<file path="config.mk">
export PLATFORM = sky130hd
export DESIGN_NAME = fifo_pkt_writer
export DESIGN_NICKNAME = d
export VERILOG_FILES = /design/src/rtl/fifo_pkt_writer.sv
export SDC_FILE = /design/constraint.sdc
export NUM_CORES = 1
export LEC_CHECK = 0
export BUFFER_PORTS_ARGS = -buffer_cell sky130_fd_sc_hd__buf_2
export CAP_MARGIN = 20
export CORE_ASPECT_RATIO = 1.25
export CORE_UTILIZATION = 25
export CTS_BUF_LIST = sky130_fd_sc_hd__clkbuf_4 sky130_fd_sc_hd__clkbuf_8
export CTS_CLUSTER_SIZE = 10
export DETAILED_ROUTE_END_ITERATION = 12
export PLACE_DENSITY_LB_ADDON = 0.1
export REMOVE_ABC_BUFFERS = 1
export SETUP_SLACK_MARGIN = 0.2
export SKIP_CTS_REPAIR_TIMING = 1
export SYNTH_ARGS = -nofsm -noshare
export SYNTH_HDL_FRONTEND = slang
export SYNTH_SLANG_ARGS = --single-unit
</file>
<file path="constraint.sdc">
create_clock -name wr_clk -period 1.8 [get_ports wr_clk]
set_input_delay 0.36 -clock wr_clk [delete_from_list [all_inputs] [get_ports wr_clk]]
set_output_delay 0.36 -clock wr_clk [all_outputs]
set_load 0.005 [all_outputs]
</file>
<file path="src/rtl/fifo_pkt_writer.sv">
// Packet writer into the write side of an async FIFO: passes payload words straight through,
// then appends a length word and an XOR checksum word per packet.
module fifo_pkt_writer #(
    parameter int unsigned WIDTH   = 8,
    parameter int unsigned MAX_LEN = 255
) (
    input  logic             wr_clk,
    input  logic             wr_rst,
    input  logic             in_valid,
    input  logic [WIDTH-1:0] in_data,
    input  logic             in_last,
    output logic             in_ready,
    input  logic             fifo_full,
    output logic             fifo_wr_en,
    output logic [WIDTH-1:0] fifo_data,
    output logic             busy,
    output logic [15:0]      pkt_count,
    output logic             oversize_err
);

    localparam int unsigned   LW       = $clog2(MAX_LEN + 1);
    localparam logic [LW-1:0] LEN_LAST = LW'(MAX_LEN - 1);

    typedef enum logic [1:0] {
        IDLE    = 2'd0,
        PAYLOAD = 2'd1,
        TRL_LEN = 2'd2,
        TRL_SUM = 2'd3
    } state_t;

    state_t           r_state;
    state_t           w_next;
    logic [LW-1:0]    r_len;
    logic [WIDTH-1:0] r_sum;
    logic [15:0]      r_pkt_count;
    logic             r_oversize;

    logic             w_ready;
    logic             w_wr_en;
    logic [WIDTH-1:0] w_data;
    logic             w_accept;
    logic             w_trunc;
    logic             w_trl_done;

    always_comb begin
        w_next     = r_state;
        w_ready    = 1'b0;
        w_wr_en    = 1'b0;
        w_data     = '0;
        w_accept   = 1'b0;
        w_trunc    = 1'b0;
        w_trl_done = 1'b0;
        case (r_state)
            IDLE, PAYLOAD: begin
                w_ready  = !fifo_full;
                w_accept = in_valid && w_ready;
                if (w_accept) begin
                    w_wr_en = 1'b1;
                    w_data  = in_data;
                    if (in_last || (MAX_LEN == 1)) begin
                        w_next = TRL_LEN;
                    end else if ((r_state == PAYLOAD) && (r_len == LEN_LAST)) begin
                        // Truncate: close this packet; following words start a new one
                        w_next  = TRL_LEN;
                        w_trunc = 1'b1;
                    end else begin
                        w_next = PAYLOAD;
                    end
                end
            end
            TRL_LEN: begin
                w_wr_en = !fifo_full;
                if (w_wr_en) begin
                    w_data = WIDTH'(r_len);
                    w_next = TRL_SUM;
                end
            end
            TRL_SUM: begin
                w_wr_en = !fifo_full;
                if (w_wr_en) begin
                    w_data     = r_sum;
                    w_next     = IDLE;
                    w_trl_done = 1'b1;
                end
            end
            default: w_next = IDLE;
        endcase
        // Outputs must read zero for the whole time reset is held, not just after the next edge
        if (!wr_rst) begin
            w_ready    = 1'b0;
            w_wr_en    = 1'b0;
            w_data     = '0;
            w_accept   = 1'b0;
            w_trunc    = 1'b0;
            w_trl_done = 1'b0;
        end
    end

    always_ff @(posedge wr_clk or negedge wr_rst) begin
        if (!wr_rst) begin
            r_state     <= IDLE;
            r_len       <= '0;
            r_sum       <= '0;
            r_pkt_count <= '0;
            r_oversize  <= 1'b0;
        end else begin
            r_state <= w_next;
            if (w_trl_done) begin
                r_len       <= '0;
                r_sum       <= '0;
                r_pkt_count <= r_pkt_count + 16'd1;
            end else if (w_accept) begin
                r_len <= r_len + LW'(1);
                r_sum <= r_sum ^ in_data;
            end
            if (w_trunc) begin
                r_oversize <= 1'b1;
            end
        end
    end

    assign in_ready     = w_ready;
    assign fifo_wr_en   = w_wr_en;
    assign fifo_data    = w_data;
    assign busy         = (r_state != IDLE);
    assign pkt_count    = r_pkt_count;
    assign oversize_err = r_oversize;

endmodule

</file>
==> metrics.cfg, run 1 <==
[finish]
fin_util_pct=34.6
final_common_cell=buf_2
fillers=751
layout_common_cells=40 x buf_2, 34 x dfrtp_1, 29 x nor2_1, 25 x nand2_1, 15 x buf_4
area_delta_synth_final_pct=31.9
final_area_sq_um=2460
regArea_sq_um=877
num_antenna_cells=0
fin_cells=338
nNetsFinal=263
drive_above_1_share_pct=33.9
multi_input_area_sq_um=978

[route]
drcViolationCount=0
postRouteAntennaNets=0
avgViaCountPerCell=4.55
top_layer_used=met4
first_pass_iters=3
routed-wl-met3_um=148
wl_per_cell_um=13.5
drtIter0Drc=41
wirelength_um=4550
num_vias=1539
met2WireLength_um=2410
m1WireLength_um=1950

[critical_path]
crit_buf_inv=2
r2r_slack_ps=100
path_cells=buf_6, mux2_4, a22oi_2, nor2_1, buf_2
critPathRequiredTime_ps=1440
rr_startpoint=r_state[1]$_DFFE_PN0P_
ff2ff_path_depth=6
start_kind=flip-flop
critPathMaxStageDelay_ps=440
cp_max_fo=4
crit_type=flip-flop to output port
crit_arrival_ps=1470
end_kind=output port
slowest_stage=dfrtp_2
cpLargestDelayFamily=flip-flops
rr_endpoint=pkt_count[6]$_DFFE_PN0N_

[clock_tree]
clk_latency_ps=290
cts_inserted_buffers=5
htree_levels=2
cts-root-buf=clkbuf_8
clkTransAtPathRegs_ps=70
clock_sinks=35
clockBufferDepth=2
cts_tree=done

[floorplan]
ioPinCount=41
core_sq_um=7100
fp.dieW_um=79.2
num_rows=34
die-area_sq_um=7810
floorplan.initialDensity_pct=26.2
fp.dieH_um=98.6

[logic_synthesis]
synthCells=190
yosys_register_bits=35
yosysSeqAreaShare_pct=47.0
synth.distinct_cells=36
ys.warnings.count=0
synth.avg_cell_area_sq_um=9.81
syn-cell-area_sq_um=1860

[global_route]
grt_max_degree=31
grtUsageTotal_pct=12.3
grt_pass1_vias=1481
antenna_found_initial=0
grt_pass1_wl_um=7280
grt.overflow.total=0

[power]
switching_share_pct=32.7
power-per-cell-area_nw_per_um2=1150
switchingPower_w=0.000929
p_int_w=0.00191
combPwrFrac_pct=33.5
clock_power_share_pct=26.3
p_leak_nw=1.23
p_total_w=0.00284
pwr-share-seq_pct=40.2
peakVddDrop_v=0.000463

[sta]
slew_violations=0
skew_ps=8.38
rsz0062_at_grt=yes
setup_violations=4
layout_setup_ws_ps=-33.9
hold_viol_final=0
fmax_ghz=0.545
max_slew_margin_pct=74.1
period_share_pct=102
whs_ps=77.6
fin_crit_ps=1830
tightestPinTransition_ps=389

[flow_run]
drv_cap=0

[placement]
dp.cells=324
dp_hpwl_um=3240
place.gp.congestion=0.733
placed_area_sq_um=2240
io_buffers=40

[status]
status=finished, violations left
violations=setup timing

[hold_path]
hold_class=input pin to asynchronous set/reset pin

-- registers in the layout, summed over array words and instances (netlist names) --
name,flops
oversize_err,1
pkt_count,16
r_sum,8
r_state,2
r_len,8
-- cell usage after synthesis --
cell type | instances | area share (%)
dfrtp_1 | 35 | 47
nor2_1 | 29 | 5.8
nand2_1 | 25 | 5.0
xor2_1 | 14 | 6.6
xnor2_1 | 13 | 6.1
a22oi_1 | 8 | 3.2
nand3_1 | 7 | 1.9
o21ai_0 | 6 | 1.6
inv_1 | 5 | 1.0
mux2_2 | 5 | 3.0
nand4_1 | 5 | 1.7
clkbuf_1 | 4 | 0.81
nand2b_1 | 4 | 1.3
and3_1 | 3 | 1.0
ha_1 | 3 | 2.0
buf_2 | 2 | 0.54
buf_4 | 2 | 0.81
o211ai_1 | 2 | 0.81
a211oi_1 | 1 | 0.40
a21o_1 | 1 | 0.40
a31o_1 | 1 | 0.47
and4_1 | 1 | 0.47
and4bb_1 | 1 | 0.67
and4bb_2 | 1 | 0.67
mux2_1 | 1 | 0.60
mux2i_1 | 1 | 0.54
nand4b_4 | 1 | 1.3
nor2b_1 | 1 | 0.34
nor4_1 | 1 | 0.34
nor4_2 | 1 | 0.67
nor4_4 | 1 | 1.1
o21ai_1 | 1 | 0.27
o31ai_1 | 1 | 0.40
or2_1 | 1 | 0.34
or2_2 | 1 | 0.34
or4_1 | 1 | 0.40
-- per-layer routing --
| layer | vias to the layer above | GRT usage [%] |
|---|---|---|
| li1 | 758 | - |
| met1 | 747 | 14.4 |
| met2 | 29 | 21.9 |
| met3 | 5 | 2.59 |
| met4 | 0 | 3.78 |
| met5 | - | 0 |
-- stage by stage --
stage               worst slack, ps  TNS [ps]
floorplan                       125         0
global placement              -26.8     -87.7
detailed placement            -42.3      -209
CTS                            -313     -2440
global route                  -79.2      -522
finish                        -33.9     -67.3
-- worst reg2reg max path, cell delays in order (launching register included) --
cell	delay, ps
dfrtp_1	450
buf_12	190
nand4b_4	200
buf_4	200
nor2_1	210
and4_1	240
xor2_1	140
-- worst max-delay path by stage --
stage                                 startpoint                       end  slack (ps)  cells past startpoint
after CTS                 r_state[1]$_DFFE_PN0P_              fifo_data[1]        -310                      4
after global routing      r_state[0]$_DFFE_PN0P_              fifo_data[7]         -80                      5
after detailed placement                in_valid              fifo_data[1]         -40                      5
after global placement                  in_valid              fifo_data[6]         -30                      5
final                     r_state[0]$_DFFE_PN0P_              fifo_data[5]         -30                      5
after floorplan           r_state[1]$_DFFE_PN0P_  pkt_count[2]$_DFFE_PN0N_         130                      4
-- power by group through the flow --
| stage | logic (W) | registers [W] | clock network, W |
|---|---|---|---|
| after CTS | 0.000793 | 0.00117 | 0.000775 |
| after global placement | 0.000786 | 0.00119 | 0 |
| after floorplan | 0.000472 | 0.00117 | 0 |
| final | 0.000951 | 0.00114 | 0.000746 |
| after detailed placement | 0.000790 | 0.00118 | 0 |
| after global routing | 0.00107 | 0.00117 | 0.000805 |
-- kinds of logic after synthesis --
| logic type | after synthesis | synth area share [%] |
|---|---|---|
| DFF | 35 | 47.0 |
| muxes | 7 | 4.16 |
| buffers and inverters | 13 | 3.15 |
| and+or+nand+nor | 84 | 23.4 |
| adders and majority gates | 3 | 2.01 |
| AOI/OAI and AO/OA | 21 | 7.58 |
| xor gates and xnor gates | 27 | 12.7 |
-- area by class of cell --
cell class	instances	share of cell area (%)
Multi-Input combinational cell	142	39.8
Tap cell	90	4.58
Clock inverter	2	1.42
Inverter	5	0.763
Timing Repair Buffer	58	14.4
Sequential cell	35	35.7
Clock buffer	6	3.36
No activity file was read; power rests on OpenSTA's default activity.
==> inputs of run 2 (changes only) <==
Clock period 1.8 ns to 2.1 ns, I/O delays scaled along.
==> run 2 against run 1 <==
  * The flow now finishes without violations
  * Non-clock buffer count is 3 lower
  * Final cell count is 1.2% lower
  * Register-to-register slack gained 220 ps
  * Power decreased by 22%
  * Combinational power decreased by 24%
  * Critical path depth is 1 lower
  * Clock power shrank 33%
  * Clock skew decreased by 1.2 ps
  * Global-route usage barely moved
==> metrics.cfg, run 2 (synthesis gave the netlist of run 1 again) <==
[power]
p_leak_nw=1.19  ; was 1.23 nW
power-per-cell-area_nw_per_um2=932  ; was 1150 nW/um^2
peakVddDrop_v=0.000464  ; was 0.000463 V

[sta]
period_share_pct=91.5
fin_crit_ps=1920
rsz0062_at_grt=yes  ; unchanged
max_slew_margin_pct=72.5  ; was 74.1%
hold_viol_final=0  ; unchanged
slew_violations=0  ; unchanged
tns_ps=0  ; was -67.3 ps
tightestPinTransition_ps=413  ; was 389 ps
setup_violations=0  ; was 4
skew_ps=7.18  ; was 8.38 ps
fmax_ghz=0.520

[critical_path]
crit_type=flip-flop to output port  ; unchanged
crit_arrival_ps=1500  ; was 1470 ps
start_kind=flip-flop  ; unchanged
critPathRequiredTime_ps=1680  ; was 1440 ps
end_kind=output port  ; unchanged
cp_max_fo=8  ; was 4

[route]
drtIter0Drc=18  ; was 41
wirelength_um=4560  ; was 4550 um
avgViaCountPerCell=4.51  ; was 4.55
num_vias=1505  ; was 1539
wl_per_cell_um=13.6  ; was 13.5 um
postRouteAntennaNets=0  ; unchanged
first_pass_iters=4  ; was 3
drcViolationCount=0  ; unchanged

[floorplan]
fp.dieW_um=79.2  ; unchanged
die-area_sq_um=7810  ; unchanged
floorplan.initialDensity_pct=26.2  ; unchanged
fp.dieH_um=98.6  ; unchanged
num_rows=34  ; unchanged
core_sq_um=7100  ; unchanged
ioPinCount=41  ; unchanged

[global_route]
grt_pass1_vias=1479  ; was 1481
antenna_found_initial=0  ; unchanged
grt_pass1_wl_um=7420  ; was 7280 um
grtUsageTotal_pct=12.3  ; about the same
grt.overflow.total=0  ; unchanged
grt_max_degree=30  ; was 31

[clock_tree]
clock_sinks=35  ; unchanged
clockBufferDepth=2  ; unchanged
cts_inserted_buffers=5  ; unchanged
clkTransAtPathRegs_ps=80  ; was 70 ps
clk_latency_ps=290  ; about the same
cts-root-buf=clkbuf_8  ; unchanged
cts_tree=done  ; unchanged
htree_levels=2  ; unchanged

[finish]
layout_common_cells=40 x buf_2, 34 x dfrtp_1, 28 x nor2_1, 25 x nand2_1, 14 x xor2_1  ; was 40 x buf_2, 34 x dfrtp_1, 29 x nor2_1, 25 x nand2_1, 15 x buf_4
final_common_cell=buf_2  ; unchanged
fin_util_pct=33.6  ; was 34.6%
drive_above_1_share_pct=32.0  ; was 33.9%
nNetsFinal=260  ; was 263
fillers=757  ; was 751
largest_reg_flops=16  ; unchanged
num_antenna_cells=0  ; unchanged
area_delta_synth_final_pct=28.0  ; was 31.9%

[placement]
place.gp.congestion=0.721  ; was 0.733
io_buffers=40  ; unchanged
dp_hpwl_um=3200  ; was 3240 um

[hold_path]
hold_class=input pin to asynchronous set/reset pin  ; unchanged

[status]
status=completed  ; was finished, violations left

[flow_run]
drv_cap=0  ; unchanged

run 2: per-stage QoR:
step / hold WS, ps / instance area (sq um) / cells / setup slack (ps) / power [W]
finish: 190 / 2390 / 334 / 179 / 0.00222
global route: 202 / 2390 / 334 / 114 / 0.00239
CTS: -39.5 / 2300 / 329 / -75.3 / 0.00217
detailed placement: 275 / 2210 / 322 / 101 / 0.00166
global placement: 277 / 2210 / 322 / 125 / 0.00166
floorplan: 124 / 1820 / 182 / 425 / 0.00141
run 2: critical path, cell delays in order (launching register included):
cell,delay (ps)
dfrtp_4,540
mux2_1,330
a22oi_1,160
nor2_1,60
buf_2,120
run 2: where the power goes:
group | internal, W | switching (W) | total, W
Sequential | 0.000832 | 0.000167 | 0.000999
Clock | 0.000258 | 0.000244 | 0.000502
Combinational | 0.000365 | 0.000359 | 0.000724
Total | 0.00145 | 0.000770 | 0.00222
run 2: metal layers:
layer | part of all wire, % | up-vias | track usage, %
met5 | 0 | - | 0
met1 | 45 | 714 | 15.1
li1 | - | 752 | -
met4 | 1.2 | 0 | 3.92
met2 | 49 | 33 | 20.9
met3 | 3.8 | 6 | 2.87
run 2: final timing paths:
path / from / end / slack (ps) / depth (start not counted)
hold reg to reg: oversize_err$_DFFE_PN0P_ / oversize_err$_DFFE_PN0P_ / 470 / 1
min in group wr_clk: in_last / oversize_err$_DFFE_PN0P_ / 430 / 3
max in group asynchronous: wr_rst / pkt_count[9]$_DFFE_PN0N_ / 1290 / 3
setup / recovery: r_state[0]$_DFFE_PN0P_ / fifo_data[5] / 180 / 4
setup reg to reg: r_state[0]$_DFFE_PN0P_ / pkt_count[7]$_DFFE_PN0N_ / 320 / 7
hold / removal: wr_rst / oversize_err$_DFFE_PN0P_ / 190 / 2
run 2: area by class of cell:
| class | instances | area [sq um] | area share [%] |
|---|---|---|---|
| multi-input combinational | 142 | 968 | 40.6 |
| clock inverter | 1 | 5.00 | 0.210 |
| clock buffer | 6 | 82.6 | 3.46 |
| inverter | 5 | 18.8 | 0.787 |
| sequential | 35 | 880 | 36.9 |
| timing repair buffer | 55 | 319 | 13.4 |
| tap | 90 | 113 | 4.72 |
==> inputs of run 3 (changes only) <==
Settings changed: RECOVER_POWER set to 50.
==> run 3 against run 2 <==
  * Global-route usage unchanged
  * Die area unchanged
  * Combinational power down 0.8%
  * Setup slack about the same
  * Critical path depth unchanged
  * Utilization down 0.21 points
  * Critical endpoint unchanged
  * Largest power group unchanged
==> metrics.cfg, run 3 (synthesis gave the netlist of run 1 again) <==
[global_route]
grt_max_degree=30  ; unchanged
grt.overflow.total=0  ; unchanged
grt_pass1_wl_um=7420  ; unchanged
grt_pass1_vias=1479  ; unchanged
antenna_found_initial=0  ; unchanged
grtUsageTotal_pct=12.3  ; unchanged

[sta]
skew_ps=6.97  ; was 7.18 ps
whs_ps=431  ; was 190 ps
setup_violations=0  ; unchanged
fmax_ghz=0.520  ; about the same
tns_ps=0  ; unchanged
hold_viol_final=0  ; unchanged
fin_crit_ps=1920  ; about the same
rsz0062_at_grt=yes  ; unchanged
period_share_pct=91.5  ; about the same
max_slew_margin_pct=46.8  ; was 72.5%
tightestPinTransition_ps=798  ; was 413 ps
slew_violations=0  ; unchanged

[route]
drtIter0Drc=19  ; was 18
avgViaCountPerCell=4.49  ; was 4.51
num_vias=1501  ; was 1505
routed-wl-met3_um=177  ; was 175 um
first_pass_iters=4  ; unchanged
wl_per_cell_um=13.7  ; was 13.6 um
top_layer_used=met4  ; unchanged
met2WireLength_um=2250  ; about the same
wirelength_um=4560  ; about the same
m1WireLength_um=2080  ; was 2070 um
postRouteAntennaNets=0  ; unchanged
drcViolationCount=0  ; unchanged

[power]
power-per-cell-area_nw_per_um2=936  ; was 932 nW/um^2
switchingPower_w=0.000770  ; about the same
switching_share_pct=34.7  ; was 34.6%
peakVddDrop_v=0.000464  ; about the same
p_int_w=0.00145  ; about the same
pwr-share-seq_pct=45.1  ; was 44.9%
combPwrFrac_pct=32.4  ; was 32.5%
clock_power_share_pct=22.6  ; was 22.5%
p_total_w=0.00222  ; about the same
p_leak_nw=1.16  ; was 1.19 nW

[clock_tree]
clockBufferDepth=2  ; unchanged
cts-root-buf=clkbuf_8  ; unchanged
cts_tree=done  ; unchanged
cts_inserted_buffers=5  ; unchanged
htree_levels=2  ; unchanged
clkTransAtPathRegs_ps=80  ; about the same
clk_latency_ps=290  ; about the same
clock_sinks=35  ; unchanged

[floorplan]
num_rows=34  ; unchanged
fp.dieH_um=98.6  ; unchanged
die-area_sq_um=7810  ; unchanged
floorplan.initialDensity_pct=26.2  ; unchanged
fp.dieW_um=79.2  ; unchanged
core_sq_um=7100  ; unchanged
ioPinCount=41  ; unchanged

[critical_path]
ff2ff_path_depth=7  ; unchanged
rr_startpoint=r_state[0]$_DFFE_PN0P_  ; unchanged
r2r_slack_ps=310  ; was 320 ps
rr_endpoint=pkt_count[7]$_DFFE_PN0N_  ; unchanged
end_kind=output port  ; unchanged
critPathRequiredTime_ps=1680  ; about the same
crit_arrival_ps=1500  ; about the same
crit_type=flip-flop to output port  ; unchanged
cp_max_fo=8  ; unchanged
start_kind=flip-flop  ; unchanged

[finish]
regArea_sq_um=880  ; unchanged
layout_common_cells=34 x dfrtp_1, 33 x buf_2, 28 x nor2_1, 25 x nand2_1, 14 x xor2_1  ; was 40 x buf_2, 34 x dfrtp_1, 28 x nor2_1, 25 x nand2_1, 14 x xor2_1
nNetsFinal=260  ; unchanged
fin_util_pct=33.4  ; was 33.6%
drive_above_1_share_pct=28.7  ; was 32.0%
multi_input_area_sq_um=968  ; unchanged
fillers=761  ; was 757
area_delta_synth_final_pct=27.2  ; was 28.0%
num_antenna_cells=0  ; unchanged
final_common_cell=dfrtp_1  ; was buf_2
largest_reg_flops=16  ; unchanged
fin_cells=334  ; unchanged

[hold_path]
hold_class=input pin to flip-flop  ; was input pin to asynchronous set/reset pin
min_to=r_state[1]$_DFFE_PN0P_
min_from=in_last
holdPathStages=3

[flow_run]
drv_cap=0  ; unchanged

[status]
status=completed  ; unchanged

[placement]
io_buffers=40  ; unchanged
dp_hpwl_um=3200  ; unchanged
place.gp.congestion=0.721  ; unchanged
dp.cells=322  ; unchanged

-- run 3: cell count changes in the layout (fill, tap and decap cells not counted), sizes merged --
cell and delta:
buf -9, clkbuf +9
-- run 3: metrics by stage --
step | worst slack [ps] | cell area [sq um]
4_1_cts | -75.3 | 2300
3_3_place_gp | 125 | 2210
2_1_floorplan | 425 | 1820
6_report | 179 | 2370
3_5_place_dp | 101 | 2210
5_1_grt | 114 | 2370
-- run 3: layer usage --
metal | vias to the layer above | track usage (%)
li1 | 752 | -
met1 | 710 | 15.1
met2 | 33 | 20.9
met3 | 6 | 2.87
met4 | 0 | 3.92
met5 | - | 0
-- run 3: cell type report --
cell class,instances,area share [%]
clock inverters,1,0.211
clock buffers,6,3.48
well taps,90,4.75
inverters,5,0.792
repair buffers,55,12.8
flip-flops and latches,35,37.1
multi-input cells,142,40.8
-- run 3: power by group through the flow --
| stage | Clock [W] | Sequential (W) | Combinational (W) |
|---|---|---|---|
| 2_1_floorplan | 0 | 0.00100 | 0.000404 |
| 3_3_place_gp | 0 | 0.00103 | 0.000638 |
| 3_5_place_dp | 0 | 0.00102 | 0.000641 |
| 4_1_cts | 0.000519 | 0.00101 | 0.000644 |
| 5_1_grt | 0.000544 | 0.00102 | 0.000817 |
| 6_report | 0.000501 | 0.00100 | 0.000718 |
-- run 3: how the worst max path moves through the flow --
stage | start | to | slack [ps] | cells after the start
after CTS | r_state[0]$_DFFE_PN0P_ | fifo_data[1] | -80 | 4
final | r_state[0]$_DFFE_PN0P_ | fifo_data[5] | 180 | 4
after global placement | in_valid | fifo_data[6] | 130 | 5
after detailed placement | in_valid | fifo_data[1] | 100 | 5
after floorplan | r_state[1]$_DFFE_PN0P_ | pkt_count[2]$_DFFE_PN0N_ | 430 | 4
after global routing | r_state[0]$_DFFE_PN0P_ | fifo_data[5] | 110 | 4
-- run 3: critical path: stages, from the launching register on --
cell and delay (ps):
dfrtp_4 540, mux2_1 330, a22oi_1 160, nor2_1 60, buf_2 120
